[src/rtl/inst_queue_pkg.sv]
// Shared instruction-queue definitions (id_def): default depth, entry
// field slices and an entry-building helper.
// Entry layout: {pc[PC_HI:PC_LO], inst[INST_HI:INST_LO]}.
package inst_queue_pkg;

  localparam int unsigned IQ_DEPTH  = 16;
  localparam int unsigned PC_HI     = 63;
  localparam int unsigned PC_LO     = 32;
  localparam int unsigned INST_HI   = 31;
  localparam int unsigned INST_LO   = 0;
  localparam int unsigned IQ_DATA_W = PC_HI - INST_LO + 1;

  // Pack a pc / instruction pair into one queue entry.
  function automatic logic [IQ_DATA_W-1:0] iq_entry(
    input logic [PC_HI-PC_LO:0]     pc,
    input logic [INST_HI-INST_LO:0] inst
  );
    iq_entry = {pc, inst};
  endfunction

endpackage

[src/rtl/inst_queue.sv]
// inst_queue: dual-write / dual-pop circular instruction queue between
// fetch and issue.
//   clk, rst            : clock, synchronous active-high reset
//   flush               : discard all entries (redirect / exception)
//   w_ena_1/2, w_data_1/2 : fetch-side writes, program order
//   w_full              : fewer than two free slots
//   fifo_r_data_1/2(_ok): head and head+1 entries (zero when not valid)
//   p_data_1/2          : issue-side pops
//   stat_full_cycles / stat_empty_cycles : performance counters
// Optional feature macro: INST_QUEUE_STAT_EN enables the counters;
// otherwise both stat outputs are tied to zero.
module inst_queue
  import inst_queue_pkg::*;
#(
  parameter int unsigned DEPTH  = IQ_DEPTH,
  parameter int unsigned DATA_W = IQ_DATA_W
) (
  input  logic              clk,
  input  logic              rst,
  input  logic              flush,
  input  logic              w_ena_1,
  input  logic              w_ena_2,
  input  logic [DATA_W-1:0] w_data_1,
  input  logic [DATA_W-1:0] w_data_2,
  output logic              w_full,
  output logic [DATA_W-1:0] fifo_r_data_1,
  output logic [DATA_W-1:0] fifo_r_data_2,
  output logic              fifo_r_data_1_ok,
  output logic              fifo_r_data_2_ok,
  input  logic              p_data_1,
  input  logic              p_data_2,
  output logic [31:0]       stat_full_cycles,
  output logic [31:0]       stat_empty_cycles
);

  localparam int unsigned AW = $clog2(DEPTH);
  localparam int unsigned CW = AW + 1;

  logic [DATA_W-1:0] r_mem [DEPTH];
  logic [AW-1:0]     r_head;
  logic [AW-1:0]     r_tail;
  logic [CW-1:0]     r_count;

  logic [AW-1:0]     w_head_nx;
  logic [AW-1:0]     w_tail_nx;
  logic [CW-1:0]     w_count_nx;
  logic [AW-1:0]     w_head_1;
  logic [AW-1:0]     w_tail_1;
  logic              w_ok_1;
  logic              w_ok_2;
  logic              w_we_a;
  logic              w_we_b;
  logic [DATA_W-1:0] w_wd_a;
  logic [DATA_W-1:0] w_wd_b;
  logic              w_pop_1;
  logic              w_pop_2;
  logic [1:0]        w_nwr;
  logic [1:0]        w_npop;

  // Status derived from registered state only (no write bypass).
  assign w_ok_1   = (r_count >= CW'(1));
  assign w_ok_2   = (r_count >= CW'(2));
  assign w_full   = (r_count > CW'(DEPTH - 2));
  assign w_head_1 = r_head + AW'(1);
  assign w_tail_1 = r_tail + AW'(1);

  assign fifo_r_data_1    = w_ok_1 ? r_mem[r_head]   : '0;
  assign fifo_r_data_2    = w_ok_2 ? r_mem[w_head_1] : '0;
  assign fifo_r_data_1_ok = w_ok_1;
  assign fifo_r_data_2_ok = w_ok_2;

  // Write slot a lands at tail, slot b at tail+1; a lone w_ena_2 uses slot a.
  // Pop 2 is only honoured behind an honoured pop 1.
  always_comb begin
    w_we_a     = 1'b0;
    w_we_b     = 1'b0;
    w_wd_a     = w_data_1;
    w_wd_b     = w_data_2;
    w_head_nx  = r_head;
    w_tail_nx  = r_tail;
    w_count_nx = r_count;

    if (!rst && !flush && !w_full) begin
      if (w_ena_1) begin
        w_we_a = 1'b1;
        w_we_b = w_ena_2;
      end else if (w_ena_2) begin
        w_we_a = 1'b1;
        w_wd_a = w_data_2;
      end
    end

    w_pop_1 = p_data_1 & w_ok_1;
    w_pop_2 = w_pop_1 & p_data_2 & w_ok_2;
    w_nwr   = {1'b0, w_we_a} + {1'b0, w_we_b};
    w_npop  = {1'b0, w_pop_1} + {1'b0, w_pop_2};

    if (flush) begin
      w_head_nx  = '0;
      w_tail_nx  = '0;
      w_count_nx = '0;
    end else begin
      w_head_nx  = r_head + AW'(w_npop);
      w_tail_nx  = r_tail + AW'(w_nwr);
      w_count_nx = r_count + CW'(w_nwr) - CW'(w_npop);
    end
  end

  // Pointer / occupancy state.
  always_ff @(posedge clk) begin
    if (rst) begin
      r_head  <= '0;
      r_tail  <= '0;
      r_count <= '0;
    end else begin
      r_head  <= w_head_nx;
      r_tail  <= w_tail_nx;
      r_count <= w_count_nx;
    end
  end

  // Storage; never cleared, only overwritten by accepted writes.
  always_ff @(posedge clk) begin
    if (w_we_a) r_mem[r_tail]   <= w_wd_a;
    if (w_we_b) r_mem[w_tail_1] <= w_wd_b;
  end

`ifdef INST_QUEUE_STAT_EN
  logic [31:0] r_stat_full;
  logic [31:0] r_stat_empty;

  // Free-running occupancy counters; survive flush, wrap at 2^32.
  always_ff @(posedge clk) begin
    if (rst) begin
      r_stat_full  <= '0;
      r_stat_empty <= '0;
    end else begin
      if (w_full)             r_stat_full  <= r_stat_full + 32'd1;
      if (r_count == CW'(0))  r_stat_empty <= r_stat_empty + 32'd1;
    end
  end

  assign stat_full_cycles  = r_stat_full;
  assign stat_empty_cycles = r_stat_empty;
`else
  assign stat_full_cycles  = '0;
  assign stat_empty_cycles = '0;
`endif

endmodule

[config.mk]
export PLATFORM = sky130hd
export DESIGN_NAME = inst_queue
export DESIGN_NICKNAME = d
export VERILOG_FILES = /design/src/rtl/inst_queue_pkg.sv /design/src/rtl/inst_queue.sv
export SDC_FILE = /design/constraint.sdc
export NUM_CORES = 2
export LEC_CHECK = 0
export CAP_MARGIN = 10
export CORE_MARGIN = 2
export CORE_UTILIZATION = 45
export DETAILED_ROUTE_END_ITERATION = 10
export GPL_TIMING_DRIVEN = 0
export PLACE_DENSITY = 0.75
export SLEW_MARGIN = 20
export SYNTH_ARGS = -nofsm -noshare
export SYNTH_HDL_FRONTEND = slang
export SYNTH_SLANG_ARGS = --single-unit
[constraint.sdc]
create_clock -name clk -period 4.8 [get_ports clk]
set_input_delay 0.72 -clock clk [delete_from_list [all_inputs] [get_ports clk]]
set_output_delay 0.72 -clock clk [all_outputs]
set_load 0.01 [all_outputs]
==> results.md <==
* Status: finished, violations left
* Failing checks: setup timing
* PD cells at 396.3 nW/µm²
* Cells after Synth at 3683
* Fillcell total at 10516
* Yosys reg bits at 1037
* Design area at 71560 µm²
* Unique masters post-synth at 54
* Via count at between 40000 and 50000
* Fin crit share at 101.9%
* Worst EP required at 4.08 ns
* Worst EP arrival at 4.17 ns
* Hold crit path type: reg2reg
* Largest net degree at the start of global routing at 22
* Post-Synthesis Mean Instance Area at ~16 µm²
* Worst setup path class: reg2out
* Vias/cell at roughly 6.9
* Post-DP HPWL at between 100 and 150 mm
* Setup TNS at -0.5748 ns
* Primary FF master, synth: edfxtp_1
* M1 WL at 73.11 mm
* Worst setup SP type: flip-flop
* Worst Path Max Fanout at 10
* Drt wl/cell at about 36 µm
* Remaining routing DRC violations at 0
* GRT Util Overall at 31.07%
* Global placement routability congestion at 0.8965
* First-pass GRT wire length at between 300 and 400 mm
* Fraction of layout cells with a size suffix above 1 at 50.28%
* WL final at 216.6 mm
* EDFF count, synth at 1024
* Register area share after synthesis at 51.29%
* H-tree levels at 3
* # clock sinks at 1037
* Worst Max-Slew Pin Slew at 1.175 ns
* DRT antenna net count at 0
* Row count at 134
* Met3 WL at 30.11 mm
* Tmin final at 4.892 ns
* Reg clk slew, reported paths at 0.07 ns
* Initial antenna violation count at 29
* Grt ovf at 0
* CTS max path bufs at 3
* Yosys warns at 0
* Clock skew at 0.04113 ns
* Slowest Stage Delay on Critical Path at about 0.65 ns
* Root buffer cell: clkbuf_16
* PortBufs at 265
* Final Worst Setup Slack at -0.09242 ns
* Hold path depth at 2
* First drt pass iteration count at 8
* Post-Place Cell Area at 67380 µm²
* CTS Buf Count at 109
* Crit-path slowest cell: clkdlybuf4s50_1
* CP Cell Sequence: buf_2 -> a21bo_2 -> a41o_1 -> clkbuf_4 -> clkbuf_2 -> a22oi_1 -> a31oi_1 -> clkdlybuf4s50_1
* Max Slew Vio Count at 0
* DR top layer: met5
* Clk_lat worst skew at 0.73 ns
* Ys async rst share at 0%
* Nets at 4353
* DIE WIDTH at 370.5 µm
* CP Capture Type: output port
* Iter 0 DRT Violations at 6626
* Max Clk Rate at about 200 MHz
* Hold Vio Cnt, Final at 0
* Max Cap Viol at 0
* P_leak at 22.77 nW
* Worst slew margin at 21.48%
* Initial core utilization at 45.30%
* Peak VDD IR at 295.1 µV
* Area Overhead vs Synth at 18.36%
* CTS tree: yes
* Unrepaired setup endpoints after global routing: true
* Most common cell after layout, fill and taps aside: edfxtp_1
* IO Pins at between 300 and 400
* Vias in the first global route at 42397
* Die area at between 100000 and 150000 µm²
* Netlist Area Pre-Place at 60460 µm²
* Core area at about 130000 µm²
* Reg2Reg Depth at 16
* Die H at 370.5 µm
* Met2 wire length at 97.13 mm
* Commonest cells after routing, fill and taps aside: edfxtp_1, mux2_2, mux4_2
* Final setup vio count at 13
* Hold_ws at roughly 0.63 ns
what timing repair did:
item | in CTS | in global routing
setup buffers | 4 | 2
gates resized for setup | 135 | 58
setup endpoints to repair | 129 | 73
hold buffers | 0 | 0
pin swaps | 1 | 1
layout make-up:
| cell class | instances | area (µm²) | share of cell area [%] |
|---|---|---|---|
| multi-input cells | 2204 | 27670 | 38.67 |
| inverters | 13 | 48.80 | 0.06819 |
| plain buffers | 492 | 2587 | 3.616 |
| diodes | 14 | 35.03 | 0.04896 |
| clock inverters | 75 | 784.5 | 1.096 |
| repair buffers | 343 | 4340 | 6.066 |
| flip-flops and latches | 1037 | 31010 | 43.34 |
| clock buffers | 128 | 2870 | 4.011 |
| well taps | 1768 | 2212 | 3.091 |
final timing paths:
check / end / slack (ns) / start
max: fifo_r_data_2[55] / -0.09 / r_head[1]
min: r_count[0] / 0.63 / r_count[0]
max reg2reg: r_count[4] / 0.88 / r_count[4]
min reg2reg: r_count[0] / 0.63 / r_count[0]
where the power goes:
part / internal [W] / switching [W] / leakage, nW
logic: 0.00411 / 0.00524 / 11.7
registers: 0.0101 / 0.0000447 / 9.33
clock network: 0.00507 / 0.00381 / 1.78
state kept, by name, summed over array words and instances (netlist names):
name,cells
r_tail,4
r_mem,1024
r_count,5
r_head,4
worst max-delay path: cells and delay by family, from the launching register on:
kind | cells | cell delay (ns)
buffers and inverters | 4 | 1.92
AOI/OAI and AO/OA | 4 | 1.14
DFF | 1 | 0.37
cell families (layout without fill, tap and decap cells):
group           after synthesis  in the layout  synth area share (%)
compound gates              486            486                 5.064
xor+xnor                      8              8                0.1159
fa+ha+maj                    18             18                0.3974
buf+inv                     505           1051                 3.976
flops                      1037           1037                 51.29
mux                        1536           1536                 38.39
other cells                   1             78              0.006203
simple gates                 92             92                0.7554
per-layer routing:
layer	GRT usage, %	up-vias
li1	-	16203
met1	37.89	21450
met2	46.79	3653
met3	10.86	849
met4	20.52	30
met5	0	-
synth_stat cells (5+ instances only):
cell type,n,area share (%)
mux2_2,984,18
a31oi_1,64,0.66
o21ai_0,141,1.2
mux4_2,512,19
nand2_1,18,0.11
a22oi_1,192,2.4
nor2b_1,5,0.052
buf_2,134,1.1
mux2_4,40,0.99
inv_1,13,0.081
and2_1,6,0.062
a21oi_1,70,0.58
buf_4,76,0.94
dfxtp_1,13,0.43
buf_6,7,0.13
clkbuf_1,245,1.5
edfxtp_1,1024,51
buf_1,28,0.17
nor2_1,36,0.22
ha_1,16,0.33
through the flow:
stage	utilization [%]	power, W	instances	worst slack (ns)
finish	53.62	0.02836	6074	-0.09242
floorplan	-	0.01520	3746	-0.06528
global placement	49.13	0.01916	5779	-4.916
CTS	53.46	0.02805	6058	0.002199
detailed placement	50.49	0.01926	5851	-0.3900
global route	53.60	0.02891	6065	-0.04619
Power figures use the tool's default switching activity.
